<file path="src/rtl/rv32_pkg.sv">
// Shared RV32 encoding definitions: instruction formats, opcode/funct3
// constants, the field bundle, encoder FSM states and the pure encode helper.
package rv32_pkg;

  typedef enum logic [2:0] {
    FMT_R = 3'd0,
    FMT_I = 3'd1,
    FMT_S = 3'd2,
    FMT_B = 3'd3,
    FMT_U = 3'd4,
    FMT_J = 3'd5
  } fmt_t;

  typedef logic [6:0] opcode_t;
  localparam opcode_t OPC_LUI    = 7'h37;
  localparam opcode_t OPC_AUIPC  = 7'h17;
  localparam opcode_t OPC_JAL    = 7'h6F;
  localparam opcode_t OPC_JALR   = 7'h67;
  localparam opcode_t OPC_BRANCH = 7'h63;
  localparam opcode_t OPC_LOAD   = 7'h03;
  localparam opcode_t OPC_STORE  = 7'h23;
  localparam opcode_t OPC_IMM    = 7'h13;
  localparam opcode_t OPC_REG    = 7'h33;

  // funct3 values overlap between instruction classes, so this is a plain
  // vector type with named constants rather than an enum.
  typedef logic [2:0] funct3_t;
  localparam funct3_t F3_ADD = 3'd0;
  localparam funct3_t F3_BEQ = 3'd0;
  localparam funct3_t F3_LW  = 3'd2;
  localparam funct3_t F3_SW  = 3'd2;

  localparam logic [31:0] NOP_INST = 32'h0000_0013;

  typedef struct packed {
    opcode_t     opcode;
    logic [4:0]  rd;
    funct3_t     funct3;
    logic [4:0]  rs1;
    logic [4:0]  rs2;
    logic [6:0]  funct7;
    logic [31:0] imm;
  } inst_fields_t;

  typedef enum logic [1:0] {
    ST_IDLE  = 2'd0,
    ST_RUN   = 2'd1,
    ST_DRAIN = 2'd2,
    ST_DONE  = 2'd3
  } enc_state_t;

  // Pack a field bundle into a 32-bit word; unknown formats become a nop.
  function automatic logic [31:0] encode_inst(input logic [2:0] fmt, input inst_fields_t f);
    logic [31:0] w;
    w = NOP_INST;
    case (fmt)
      FMT_R: w = {f.funct7, f.rs2, f.rs1, f.funct3, f.rd, f.opcode};
      FMT_I: w = {f.imm[11:0], f.rs1, f.funct3, f.rd, f.opcode};
      FMT_S: w = {f.imm[11:5], f.rs2, f.rs1, f.funct3, f.imm[4:0], f.opcode};
      FMT_B: w = {f.imm[12], f.imm[10:5], f.rs2, f.rs1, f.funct3, f.imm[4:1], f.imm[11], f.opcode};
      FMT_U: w = {f.imm[31:12], f.rd, f.opcode};
      FMT_J: w = {f.imm[20], f.imm[10:1], f.imm[11], f.imm[19:12], f.rd, f.opcode};
      default: w = NOP_INST;
    endcase
    return w;
  endfunction

  // True when the immediate fits its format without truncation: the bits
  // above the field's sign bit must all copy it, and B/J offsets must be even.
  function automatic logic imm_in_range(input logic [2:0] fmt, input logic [31:0] imm);
    logic ok;
    ok = 1'b1;
    case (fmt)
      FMT_I, FMT_S: ok = (imm[31:11] == {21{imm[11]}});
      FMT_B:        ok = (imm[31:12] == {20{imm[12]}}) && !imm[0];
      FMT_J:        ok = (imm[31:20] == {12{imm[20]}}) && !imm[0];
      FMT_U:        ok = (imm[11:0] == 12'd0);
      default:      ok = 1'b1;
    endcase
    return ok;
  endfunction

endpackage

</file>
<file path="src/rtl/enc_fifo.sv">
// Synchronous FIFO for encoded {addr, inst} entries. Pointers and occupancy
// reset asynchronously; storage is not reset. The head entry is presented
// combinationally, so a write becomes visible the cycle after it lands.
module enc_fifo #(
  parameter int WIDTH = 64,
  parameter int DEPTH = 4
) (
  input  logic                     clk,
  input  logic                     rst_n,
  input  logic                     wr_en,
  input  logic [WIDTH-1:0]         wr_data,
  input  logic                     rd_en,
  output logic [WIDTH-1:0]         rd_data,
  output logic                     full,
  output logic                     empty,
  output logic [$clog2(DEPTH):0]   count
);
  import rv32_pkg::*;

  localparam int AW = $clog2(DEPTH);
  localparam int CW = AW + 1;

  logic [WIDTH-1:0] mem_q [DEPTH];
  logic [AW-1:0]    wr_ptr_q, wr_ptr_d;
  logic [AW-1:0]    rd_ptr_q, rd_ptr_d;
  logic [CW-1:0]    count_q, count_d;
  logic             do_wr, do_rd;

  assign full    = (count_q == CW'(DEPTH));
  assign empty   = (count_q == '0);
  assign count   = count_q;
  assign rd_data = mem_q[rd_ptr_q];
  assign do_wr   = wr_en && !full;
  assign do_rd   = rd_en && !empty;

  // Next pointers and occupancy; depth is a power of two so pointers wrap naturally.
  always_comb begin
    wr_ptr_d = wr_ptr_q;
    rd_ptr_d = rd_ptr_q;
    count_d  = count_q;
    if (do_wr) wr_ptr_d = wr_ptr_q + AW'(1);
    if (do_rd) rd_ptr_d = rd_ptr_q + AW'(1);
    case ({do_wr, do_rd})
      2'b10:   count_d = count_q + CW'(1);
      2'b01:   count_d = count_q - CW'(1);
      default: count_d = count_q;
    endcase
  end

  // Pointer and occupancy registers.
  always_ff @(posedge clk or negedge rst_n) begin
    if (!rst_n) begin
      wr_ptr_q <= '0;
      rd_ptr_q <= '0;
      count_q  <= '0;
    end else begin
      wr_ptr_q <= wr_ptr_d;
      rd_ptr_q <= rd_ptr_d;
      count_q  <= count_d;
    end
  end

  // Entry storage.
  always_ff @(posedge clk) begin
    if (do_wr) mem_q[wr_ptr_q] <= wr_data;
  end

endmodule

</file>
<file path="src/rtl/inst_encoder.sv">
// Instruction encoder: packs field bundles into RV32 words, buffers them with
// their load addresses and streams them out, framed by start / done.
// Optional immediate range checking is enabled by INST_ENCODER_RANGE_CHECK_EN.
module inst_encoder
  import rv32_pkg::*;
#(
  parameter int          FIFO_DEPTH = 4,
  parameter logic [31:0] BASE_ADDR  = 32'h0000_0000,
  parameter logic [31:0] ADDR_STEP  = 32'd4
) (
  input  logic        clk,
  input  logic        rst_n,
  input  logic        start,
  input  logic        in_valid,
  output logic        in_ready,
  input  logic        in_last,
  input  logic [2:0]  in_fmt,
  input  logic [6:0]  in_opcode,
  input  logic [4:0]  in_rd,
  input  logic [2:0]  in_funct3,
  input  logic [4:0]  in_rs1,
  input  logic [4:0]  in_rs2,
  input  logic [6:0]  in_funct7,
  input  logic [31:0] in_imm,
  output logic        out_valid,
  input  logic        out_ready,
  output logic [31:0] out_inst,
  output logic [31:0] out_addr,
  output logic        done,
  output logic        err
);

  localparam int CNT_W = $clog2(FIFO_DEPTH) + 1;

  enc_state_t   state_q, state_d;
  logic [31:0]  addr_q, addr_d;
  inst_fields_t fields;
  logic [31:0]  inst_word;
  logic [63:0]  fifo_rd_data;
  logic         fifo_full, fifo_empty;
  logic [CNT_W-1:0] fifo_count;
  logic         in_accept, out_accept, start_ok;

  assign fields = '{opcode: in_opcode, rd: in_rd, funct3: in_funct3, rs1: in_rs1,
                    rs2: in_rs2, funct7: in_funct7, imm: in_imm};
  assign inst_word  = encode_inst(in_fmt, fields);
  assign in_accept  = in_valid && in_ready;
  assign out_accept = out_valid && out_ready;
  assign start_ok   = start && (state_q == ST_IDLE);

  enc_fifo #(.WIDTH(64), .DEPTH(FIFO_DEPTH)) u_fifo (
    .clk     (clk),
    .rst_n   (rst_n),
    .wr_en   (in_accept),
    .wr_data ({addr_q, inst_word}),
    .rd_en   (out_accept),
    .rd_data (fifo_rd_data),
    .full    (fifo_full),
    .empty   (fifo_empty),
    .count   (fifo_count)
  );

  // While empty the head entry is stale storage, so show zero and the next address.
  assign out_valid = !fifo_empty;
  assign out_inst  = fifo_empty ? 32'd0 : fifo_rd_data[31:0];
  assign out_addr  = fifo_empty ? addr_q : fifo_rd_data[63:32];

  // State register.
  always_ff @(posedge clk or negedge rst_n) begin
    if (!rst_n) state_q <= ST_IDLE;
    else        state_q <= state_d;
  end

  // Next state; DRAIN leaves as the final word is taken so done follows that transfer directly.
  always_comb begin
    state_d = state_q;
    case (state_q)
      ST_IDLE:  if (start) state_d = ST_RUN;
      ST_RUN:   if (in_accept && in_last) state_d = ST_DRAIN;
      ST_DRAIN: if (fifo_empty || (out_accept && fifo_count == CNT_W'(1))) state_d = ST_DONE;
      ST_DONE:  state_d = ST_IDLE;
      default:  state_d = ST_IDLE;
    endcase
  end

  // State-decoded outputs.
  always_comb begin
    in_ready = 1'b0;
    done     = 1'b0;
    case (state_q)
      ST_RUN:  in_ready = !fifo_full;
      ST_DONE: done     = 1'b1;
      default: begin
        in_ready = 1'b0;
        done     = 1'b0;
      end
    endcase
  end

  // Load address counter: reloads on a session start, advances per accepted bundle.
  always_comb begin
    addr_d = addr_q;
    if (start_ok)       addr_d = BASE_ADDR;
    else if (in_accept) addr_d = addr_q + ADDR_STEP;
  end

  // Address counter register.
  always_ff @(posedge clk or negedge rst_n) begin
    if (!rst_n) addr_q <= BASE_ADDR;
    else        addr_q <= addr_d;
  end

`ifdef INST_ENCODER_RANGE_CHECK_EN
  logic err_q, err_d;

  // Sticky range error: cleared by a session start, set by any out-of-range accepted bundle.
  always_comb begin
    err_d = err_q;
    if (start_ok) err_d = 1'b0;
    else if (in_accept && !imm_in_range(in_fmt, in_imm)) err_d = 1'b1;
  end

  // Error flag register.
  always_ff @(posedge clk or negedge rst_n) begin
    if (!rst_n) err_q <= 1'b0;
    else        err_q <= err_d;
  end

  assign err = err_q;
`else
  assign err = 1'b0;
`endif

endmodule
</file>
<file path="config.mk">
export PLATFORM = sky130hd
export DESIGN_NAME = inst_encoder
export DESIGN_NICKNAME = d
export VERILOG_FILES = /design/src/rtl/rv32_pkg.sv /design/src/rtl/enc_fifo.sv /design/src/rtl/inst_encoder.sv
export SDC_FILE = /design/constraint.sdc
export NUM_CORES = 1
export LEC_CHECK = 0
export ABC_AREA = 1
export BUFFER_PORTS_ARGS = -buffer_cell sky130_fd_sc_hd__buf_2
export CAP_MARGIN = 20
export CORE_AREA = 2 2 150 152
export CTS_CLUSTER_SIZE = 25
export DETAILED_ROUTE_END_ITERATION = 12
export DIE_AREA = 0 0 152 154
export PLACE_DENSITY = 0.79
export SLEW_MARGIN = 20
export SYNTH_ARGS = -nofsm -noshare
export SYNTH_HDL_FRONTEND = slang
export SYNTH_SLANG_ARGS = --single-unit
</file>
<file path="constraint.sdc">
create_clock -name clk -period 5.7 [get_ports clk]
set_input_delay 0.57 -clock clk [delete_from_list [all_inputs] [get_ports clk]]
set_output_delay 0.57 -clock clk [all_outputs]
set_load 0.1 [all_outputs]
</file>
# == After elaboration in Yosys (flattened, before gate mapping) ==
# Memories as Yosys holds them, arrays and structs flattened.
# Cells that the tools add are included.
# word_totals
regBits,41
latch_bits,0
ramBits,256
rom_bits,0
output_inout_bits,68
word_cells,56
memories,1
# memory_table
name,words,width,rd,rd_ports_with_merged_regs,write_ports,line,source
u_fifo.mem_q,4,64,1,0,1,enc_fifo.sv:23,logic [WIDTH-1:0] mem_q [DEPTH];
# op_classes
add_sub_neg,5
n_mul,0
div,0
n_lt_le_gt_ge,0
n_eq_ne,15
shift,0
mux,14
n_bitwise,0
reduce_logical,16
# ops
op,count
$pmux W32 S6,1
$mux W32,4
$add A32 B3 Y32 const B,1
$eq A3 B3 Y1 const B,3
$pmux W2 S4,1
$logic_and A1 B1 Y1,7
$eq A2 B2 Y1 const B,3
$eq A3 B1 Y1 const B,2
$eq A3 B2 Y1 const B,2
$logic_not A3 Y1,2
$mux W2,3
$ne A2 B2 Y1 const B,3
$pmux W3 S2,1
$add A2 B1 Y2 const B,2
$eq A2 B1 Y1 const B,2
$mux W1,4
$reduce_bool A2 Y1,2
$add A3 B1 Y3 const B,1
$reduce_and A3 Y1,1
$sub A3 B1 Y3 const B,1
$logic_not A1 Y1,2
$logic_not A2 Y1,1
$logic_or A1 B1 Y1,1

# == Depth between registers and ports, before layout ==
# Gate-level depths: netlist (run 1).
# depth
depth_word,7
depth_mapped,11
ltp_nobuf,11

# == Modules after synthesis ==
# A second synthesis (run 1) with hierarchy kept.
# hier_totals
hier_cells,1381
hier_area_um2,13763.2
# modules_own_cells
mod,n_inst,cells_per_inst,area_each_um2
enc_fifo,1,808,10605.2
inst_encoder,1,573,3158.0

# == Worst setup path after synthesis (run 1) ==
# OpenSTA, ideal clock, no wires.
# synth_path
path_kind,reg-to-output
from,reg u_fifo.count_q[0] (netlist: u_fifo.count[0])
to,out out_addr[21]
t_arrival_ns,3.636
t_required_ns,5.130
slack_ns,1.494
path_stages_with_launch,9
path_buffers,2
cell_sequence,dfrtp_1 -> inv_1 -> ha_1 -> inv_1 -> nor2_4 -> inv_2 -> buf_2 -> buf_2 -> o21ai_0
# synth_between
elab_chain_len,2
# synth_rtl
item,line,source
from (decl),enc_fifo.sv:26,"logic [CW-1:0] count_q, count_d;"
from (signal assigned),enc_fifo.sv:59,count_q <= count_d;
$logic_not A3 Y1,enc_fifo.sv:30,assign empty = (count_q == '0);
$mux W32,inst_encoder.sv:66,assign out_addr = fifo_empty ? addr_q : fifo_rd_data[63:32];
to (decl),inst_encoder.sv:28,"output logic [31:0] out_addr,"
# No other way between the ends.

# == Worst setup path after layout (run 1) ==
# layout_path
from,reg u_fifo.rd_ptr_q[0]
to,out out_addr[11]
# layout_between
elab_chain_len,2
# layout_rtl
item,line,source
from (decl),enc_fifo.sv:25,"logic [AW-1:0] rd_ptr_q, rd_ptr_d;"
from (signal assigned),enc_fifo.sv:58,rd_ptr_q <= rd_ptr_d;
$mem_v2 Z4 W64,n/a,
$mux W32,inst_encoder.sv:66,
# No other way between the ends.

==> metrics, run 1 <==
status finished, final reports clean; Worst-path clk slew 60 ps; Worst Hold Class in2async; Initial Utilization 58.09%; row count 54; Slew Viols, Final 0; Synth cell types 35; core area 21690 um^2; Setup TNS Final 0 ps; Register Area 8428 um^2; CTS resizes 0; largest area contributor in the netlist edfxtp_1; reg2reg setup slack 2620 ps; Crit path required time 5130 ps; critical path class reg2out; crit path time final 3858 ps; initial DRC count 928; vias post-DR 9235; largest net degree at the start of global routing 105; pre-CTS setup slack 2471 ps; Least-Margin Pin Slew 1127 ps; CP max FO 104; Avg Inst Size Synth 10.39 um^2; max cap viols 0; I/O Pins 141; die area 23410 um^2; htree depth 1; Final #Nets 1421; sequential element share of the synthesized area 66.86%; final setup fails 0; fin area 14420 um^2; vias in the first global route 8967; Min Hold Slack 97.53 ps; detailed-route wire length per cell 17.45 um; share of layout cells above drive strength 1 15.40%; post-route ant nets 0; placed cell area 13490 um^2; mean number of vias per cell 5.641; final period utilization 67.68%; CP arrival 3290 ps; RR Endpoint u_fifo.mem_q[1][49]; CTS max path bufs 3; number of synthesized flops with an enable pin 248; reg2reg path depth 6; relative slew slack 24.85%; global-route wire length before repair 46110 um; Overall Global Routing Usage 24.35%; filler cell count 1615; clk sink count 287; CTS tree built; antenna cells 0; Layout area overhead 14.42%; share of the synthesized area in the top cell type 59.11%; CTS Root Cell clkbuf_16; share of flip-flops with an asynchronous set or reset 13.59%; postcts setup bufs 0; antenna violations before repair 0; top-count cell post-synth nor2_1; FF+latch count, synth 287; Worst Setup End Kind output pin; DIE WIDTH 152 um; Mapped Area 12600 um^2; Max Freq 259.2 MHz; Synth area leaders edfxtp_1, nor2_1, dfrtp_1; Syn Inst Count 1213; Placer Congestion 0.8829; area occupied by multi-input gates 3679 um^2; DP Wirelength 17180 um; die height 154 um; Post-synth top flop edfxtp_1; DRC 0; Clock Skew 18.17 ps; unrepaired setup endpoints after global routing false; final worst slack 1842 ps; Critical Path Start u_fifo.rd_ptr_q[0]; worst skew pair latency 550 ps; number of synthesis warnings 0; Reg-to-Reg Start u_fifo.count[0]; Port Buffers 137; 1st-pass router iterations 5; crit start category flip-flop; Commonest cells post-synth nor2_1, edfxtp_1, nand2_1; Final Hold Vio Count 0; number of buffers inserted by hold repair at cts 0; remaining global-route overflow 0; Inserted Clock Buffers 29; Total Routed Length 28560 um
registers in the layout, summed over array words and instances (netlist names):
name / cells
addr_q: 30
u_fifo.count: 3
u_fifo.mem_q: 248
u_fifo.rd_ptr_q: 2
u_fifo.wr_ptr_q: 2
state_q: 2
per-stage QoR:
stage	util (%)	instances
2_1_floorplan	-	1215
3_3_place_gp	62.20	1583
3_5_place_dp	62.20	1583
4_1_cts	66.46	1637
5_1_grt	66.46	1637
6_report	66.46	1637
layer usage:
| metal | track usage (%) | up-vias | share of wire, % |
|---|---|---|---|
| met5 | 0 | - | 0 |
| met4 | 6.809 | 0 | 1.9 |
| met3 | 3.410 | 55 | 8.0 |
| met2 | 41.18 | 390 | 49 |
| met1 | 33.46 | 4384 | 41 |
| li1 | - | 4406 | - |
how the worst max path moves through the flow:
stage                        end  depth (start not counted)
finish              out_addr[11]                          6
floorplan           out_addr[21]                          8
detailed placement  out_addr[11]                          6
CTS                 out_addr[11]                          6
global route        out_addr[11]                          6
global placement    out_addr[11]                          6
cells by family after synthesis:
logic type	Yosys count	synth area share, %
other cells	1	0.02977
flops	287	66.86
simple gates	527	16.74
compound gates	249	10.32
xor+xnor	6	0.4171
buf+inv	129	4.241
fa+ha+maj	14	1.390
worst max-delay path: stages (launching register included):
cell and delay, ps:
dfrtp_4 590, buf_4 900, o21ai_0 220, o22ai_1 220, nand2_1 80, o21ai_0 180
buf_2 500
layout by cell type (no fill, tap or decap), drive strengths merged:
cell type	count
a31oi	12
buf	149
xnor2	2
clkbuf	41
nor2	299
nand4	3
o21ai	161
inv	70
dfrtp	39
o2111ai	1
a21oi	51
nand3	46
or2	3
o22ai	20
nor3	8
clkinv	8
conb	3
edfxtp	248
nand2	167
ha	14
o31ai	1
o211ai	3
bufinv	3
nand3b	1
xor2	4
cell type report:
type,count,share of cell area [%]
well taps,280,2.430
inverters,68,1.788
clock inverters,13,0.9982
flip-flops and latches,287,58.47
repair buffers,149,5.381
multi-input cells,799,25.52
clock buffers,41,5.416
Power of run 1 is left out: the tool's default activity adds up to more than one toggle a clock period on the data nets, which glitch-free logic cannot reach.
==> run 2, diff against run 1 <==
- ABC_AREA: 1 -> 0
- PLACE_DENSITY: 0.79 -> 0.78
- clock period: 5.7 -> 3.7 ns (I/O delays scaled with it)
==> metrics, run 2 <==
remaining global-route overflow 0 (unchanged); Max Freq 311.1 MHz; worst path bufs/invs 3 (was 2); share of layout cells above drive strength 1 32.67% (was 15.40%); detailed-route wire length per cell 20.59 um (was 17.45 um); DP Wirelength 15300 um (was 17180 um); max cap viols 0 (unchanged); wl on met1 10260 um (was 11710 um); number of synthesis warnings 0 (unchanged); Total Routed Length 24290 um (was 28560 um); largest area contributor in the netlist edfxtp_1 (unchanged); Placer Congestion 0.8535 (was 0.8829); Crit path required time 3330 ps (was 5130 ps); Layout area overhead 14.49% (was 14.42%); Biggest register u_fifo.mem_q (unchanged); final period utilization 86.87%; sequential element share of the synthesized area 68.08% (was 66.86%); sequence of cells on the critical path inv_1 -> ha_1 -> nand2b_2 -> buf_12 -> mux2_2 -> buf_2 (was buf_4 -> o21ai_0 -> o22ai_1 -> nand2_1 -> o21ai_0 -> buf_2); Worst Hold Class in2async (unchanged); DR top layer met4 (unchanged); Post-synth top flop edfxtp_1 (unchanged); CP max FO 37 (was 104); row count 54 (unchanged); CTS resizes 0 (unchanged); Worst-path clk slew 60 ps (about the same); antenna cells 0 (unchanged); die height 154 um (unchanged); Commonest cells post-synth edfxtp_1, mux4_2, nand2_1 (was nor2_1, edfxtp_1, nand2_1); largest net degree at the start of global routing 44 (was 105); Slew Viols, Final 0 (unchanged); Least-Margin Pin Slew 975.5 ps (was 1127 ps); core area 21690 um^2 (unchanged); number of flip-flops in the largest register 248 (unchanged); Avg Inst Size Synth 16.63 um^2 (was 10.39 um^2); share of the synthesized area in the top cell type 60.19% (was 59.11%); die area 23410 um^2 (unchanged); vias post-DR 6854 (was 9235); critical path class reg2out (unchanged); Worst Setup End Kind output pin (unchanged); Final #Nets 966 (was 1421); unrepaired setup endpoints after global routing false (unchanged); relative slew slack 34.97% (was 24.85%); Syn Inst Count 744 (was 1213); Inserted Clock Buffers 27 (was 29); CTS tree built (unchanged); Mapped Area 12370 um^2 (was 12600 um^2); DIE WIDTH 152 um (unchanged); Overall Global Routing Usage 21.08% (was 24.35%); Largest delay share family, worst path buffers and inverters (unchanged); crit path time final 3214 ps; mean number of vias per cell 5.808 (was 5.641); WL met2 12460 um (was 14050 um); crit start category flip-flop (unchanged); highest-delay cell along the critical path nand2b_2 (was buf_4); routed length on met3 1105 um (was 2283 um); number of synthesized flops with an enable pin 248 (unchanged); htree depth 1 (unchanged); commonest non-fill, non-tap cell in the layout edfxtp_1 (was nor2_1); Port Buffers 137 (unchanged); final setup fails 0 (unchanged); Final Hold Vio Count 0 (unchanged); CTS max path bufs 3 (unchanged); antenna violations before repair 0 (unchanged); initial DRC count 564 (was 928); CP arrival 2840 ps (was 3290 ps); fin cells 1180 (was 1637); I/O Pins 141 (unchanged); FF+latch count, synth 287 (unchanged); 1st-pass router iterations 5 (unchanged); number of buffers inserted by hold repair at cts 0 (unchanged); Post-Place Cells 1130 (was 1583); Synth cell types 46 (was 35); global-route wire length before repair 38920 um (was 46110 um); post-route ant nets 0 (unchanged); most frequent cells in the layout edfxtp_1, buf_2, mux4_2, nand2_1, and2_1 (was nor2_1, edfxtp_1, nand2_1, o21ai_0, buf_2); DRC 0 (unchanged); Clock Skew 10.56 ps (was 18.17 ps); status finished, final reports clean (unchanged); Synth area leaders edfxtp_1, mux4_2, dfrtp_1 (was edfxtp_1, nor2_1, dfrtp_1); crit-path max cell delay 620 ps (was 900 ps); share of flip-flops with an asynchronous set or reset 13.59% (unchanged); clk sink count 287 (unchanged); top-count cell post-synth edfxtp_1 (was nor2_1); worst skew pair latency 530 ps (was 550 ps); final core occ 65.31% (was 66.46%); CTS Root Cell clkbuf_16 (unchanged); postcts setup bufs 0 (unchanged); Initial Utilization 57.04% (was 58.09%); vias in the first global route 7085 (was 8967)
-- run 2: changes by cell type in the layout (fill, tap and decap cells not counted), moves of 10 or more --
cell / previous run / this run
nand2_1: 165 / 48
nor2_1: 290 / 9
mux2_2: 0 / 29
o21ai_0: 158 / 27
inv_1: 64 / 26
a31oi_1: 12 / 1
nand2b_1: 0 / 14
mux4_2: 0 / 62
a21oi_1: 51 / 19
nand3_1: 45 / 13
mux2i_1: 0 / 19
and2_1: 0 / 40
o22ai_1: 20 / 9
nor4_1: 0 / 10
-- run 2: cell families after synthesis --
group	share of synthesized area, %
other	0.03031
xor gates and xnor gates	0.9203
AOI/OAI and AO/OA	3.307
DFF	68.08
adders and majority gates	1.416
muxes	15.46
and+or+nand+nor	8.030
buffers and inverters	2.751
-- run 2: through the flow --
step	hold WS, ps	setup WS (ps)	instance area [um^2]	TNS [ps]
floorplan	74.41	-607.0	12380	-1821
global placement	497.9	1039	13330	0
detailed placement	512.8	1028	13330	0
CTS	15.04	445.4	14160	0
global route	70.76	315.6	14160	0
finish	0.9324	485.7	14160	0
-- run 2: cell type report --
cell class,count,area (um^2)
inverter,26,97.59
clock inverter,15,123.9
timing repair buffer,149,825.8
multi-input combinational,388,3623
fill,1500,7523
tap,280,350.3
clock buffer,35,715.7
sequential,287,8428
-- run 2: path summary, 6_finish.rpt --
path	end	from	slack [ps]	depth (start not counted)
max reg2reg	u_fifo.count[2]	u_fifo.count[0]	1070	9
max	out_addr[28]	u_fifo.count[0]	490	6
max in group asynchronous	u_fifo.rd_ptr_q[0]	rst_n	3000	1
min in group clk	u_fifo.mem_q[1][0]	in_opcode[0]	190	2
min reg2reg	u_fifo.count[1]	u_fifo.count[1]	520	2
min	u_fifo.wr_ptr_q[0]	rst_n	0.9	1
-- run 2: worst reg2reg max path, delay by kind of cell (launching register included) --
kind | cells | cell delay, ps
XOR/XNOR | 1 | 140
multiplexers | 1 | 230
adder cells (fa/ha/maj) | 2 | 470
buffers and inverters | 2 | 360
flip-flops | 1 | 400
AND/OR/NAND/NOR | 3 | 900
-- run 2: layer usage --
layer | up-vias | track usage (%)
li1 | 3146 | -
met1 | 3465 | 28.98
met2 | 207 | 35.99
met3 | 36 | 2.790
met4 | 0 | 5.964
met5 | - | 0
Power of run 2 is left out for the same reason.
==> run 3, diff against run 2 <==
- PLACE_DENSITY: 0.78 -> not set
- PLACE_DENSITY_LB_ADDON: not set -> 0.2
==> metrics, run 3 (synthesized netlist as in run 2, its figures left out) <==
reg2reg path depth 5 (was 9); antenna violations before repair 0 (unchanged); initial DRC count 469 (was 564); I/O Pins 141 (unchanged); Layout area overhead 15.11% (was 14.49%); Worst Hold Depth 2; Placer Congestion 0.7345 (was 0.8535); vias in the first global route 7291 (was 7085); Clock Skew 15.09 ps (was 10.56 ps); detailed-route wire length per cell 20.84 um (was 20.59 um); die area 23410 um^2 (unchanged); crit-path max cell delay 500 ps (was 620 ps); Slew Viols, Final 0 (unchanged); CTS max path bufs 3 (unchanged); antenna cells 0 (unchanged); share of layout cells above drive strength 1 32.48% (was 32.67%); Inserted Clock Buffers 29 (was 27); htree depth 1 (unchanged); DIE WIDTH 152 um (unchanged); Final #Nets 970 (was 966); remaining global-route overflow 0 (unchanged); Min Hold Slack 179.5 ps (was 0.9324 ps); CTS Root Cell clkbuf_16 (unchanged); commonest non-fill, non-tap cell in the layout edfxtp_1 (unchanged); max cap viols 0 (unchanged); crit path time final 3209 ps (was 3214 ps); CTS tree built (unchanged); final setup fails 0 (unchanged); fin area 14240 um^2 (was 14160 um^2); highest-delay cell along the critical path buf_2 (was nand2b_2); Port Buffers 137 (unchanged); crit start category flip-flop (unchanged); global-route wire length before repair 39410 um (was 38920 um); placed cell area 13350 um^2 (was 13330 um^2); Worst Hold Class in2reg (was in2async); Final Hold Vio Count 0 (unchanged); most frequent cells in the layout edfxtp_1, buf_2, mux4_2, nand2_1, and2_1 (unchanged); vias post-DR 6981 (was 6854); unrepaired setup endpoints after global routing false (unchanged); final core occ 65.66% (was 65.31%); Overall Global Routing Usage 21.13% (was 21.08%); post-route ant nets 0 (unchanged); row count 54 (unchanged); Initial Utilization 57.04% (unchanged); critical path class reg2out (unchanged); DP Wirelength 15110 um (was 15300 um); number of flip-flops in the largest register 248 (unchanged); worst skew pair latency 540 ps (was 530 ps); Biggest register u_fifo.mem_q (unchanged); number of buffers inserted by hold repair at cts 1 (was 0); DRC 0 (unchanged); 1st-pass router iterations 4 (was 5); CTS resizes 0 (unchanged); Total Routed Length 24630 um (was 24290 um); postcts setup bufs 0 (unchanged); clk sink count 287 (unchanged); relative slew slack 36.39% (was 34.97%); sequence of cells on the critical path inv_1 -> ha_1 -> nand2b_2 -> buf_4 -> o21ai_0 -> buf_2 (was inv_1 -> ha_1 -> nand2b_2 -> buf_12 -> mux2_2 -> buf_2); Worst-path clk slew 60 ps (about the same); die height 154 um (unchanged); CP max FO 26 (was 37); Worst Setup End Kind output pin (unchanged); core area 21690 um^2 (unchanged); Least-Margin Pin Slew 954.2 ps (was 975.5 ps); mean number of vias per cell 5.906 (was 5.808); Crit path required time 3330 ps (about the same); final worst slack 491.0 ps (was 485.7 ps); pre-CTS setup slack 1041 ps (was 1028 ps); final period utilization 86.73% (was 86.87%); largest net degree at the start of global routing 47 (was 44); Max Freq 311.6 MHz (was 311.1 MHz); status finished, final reports clean (unchanged); filler cell count 1474 (was 1500); CP arrival 2840 ps (about the same)
## run 3: cell types whose count changed in the layout (fill, tap and decap cells not counted)
| cell | delta |
|---|---|
| clkbuf_1 | +2 |
| clkbuf_16 | +2 |
| dlygate4sd3_1 | +1 |
| clkbuf_8 | +1 |
| buf_12 | +1 |
| clkinv_2 | -5 |
## run 3: area by class of cell
type | count | area (um^2) | share of cell area (%)
clock buffers | 40 | 787.0 | 5.526
flip-flops and latches | 287 | 8428 | 59.18
repair buffers | 151 | 855.8 | 6.009
well taps | 280 | 350.3 | 2.460
clock inverters | 10 | 98.84 | 0.6941
inverters | 26 | 97.59 | 0.6853
multi-input cells | 388 | 3623 | 25.44
## run 3: metal layers
layer | vias up | track usage [%] | part of all wire [%]
li1 | 3167 | - | -
met1 | 3538 | 29.80 | 42
met2 | 246 | 34.98 | 50
met3 | 30 | 3.890 | 7.3
met4 | 0 | 4.762 | 1.3
met5 | - | 0 | 0
## run 3: final timing paths
| kind | startpoint | end | slack, ps |
|---|---|---|---|
| min in group asynchronous | rst_n | addr_q[19] | 560 |
| setup / recovery | u_fifo.count[0] | out_addr[21] | 490 |
| hold / removal | in_opcode[0] | u_fifo.mem_q[0][0] | 180 |
| hold reg to reg | u_fifo.count[1] | u_fifo.count[1] | 530 |
| max in group asynchronous | rst_n | u_fifo.rd_ptr_q[0] | 2450 |
| setup reg to reg | u_fifo.count[0] | u_fifo.mem_q[1][2] | 1110 |
## run 3: critical path: cells and delay by family (launching register included)
family	cells	cell delay (ps)
and+or+nand+nor	1	390
DFF	1	420
adders and majority gates	1	230
buffers and inverters	3	950
AOI/OAI and AO/OA	1	300
## run 3: metrics by stage
step / instances / TNS (ps)
after global routing: 1182 / 0
after CTS: 1182 / 0
final: 1182 / 0
after floorplan: 746 / -1821
after detailed placement: 1131 / 0
after global placement: 1131 / 0
Power of run 3 is left out for the same reason.
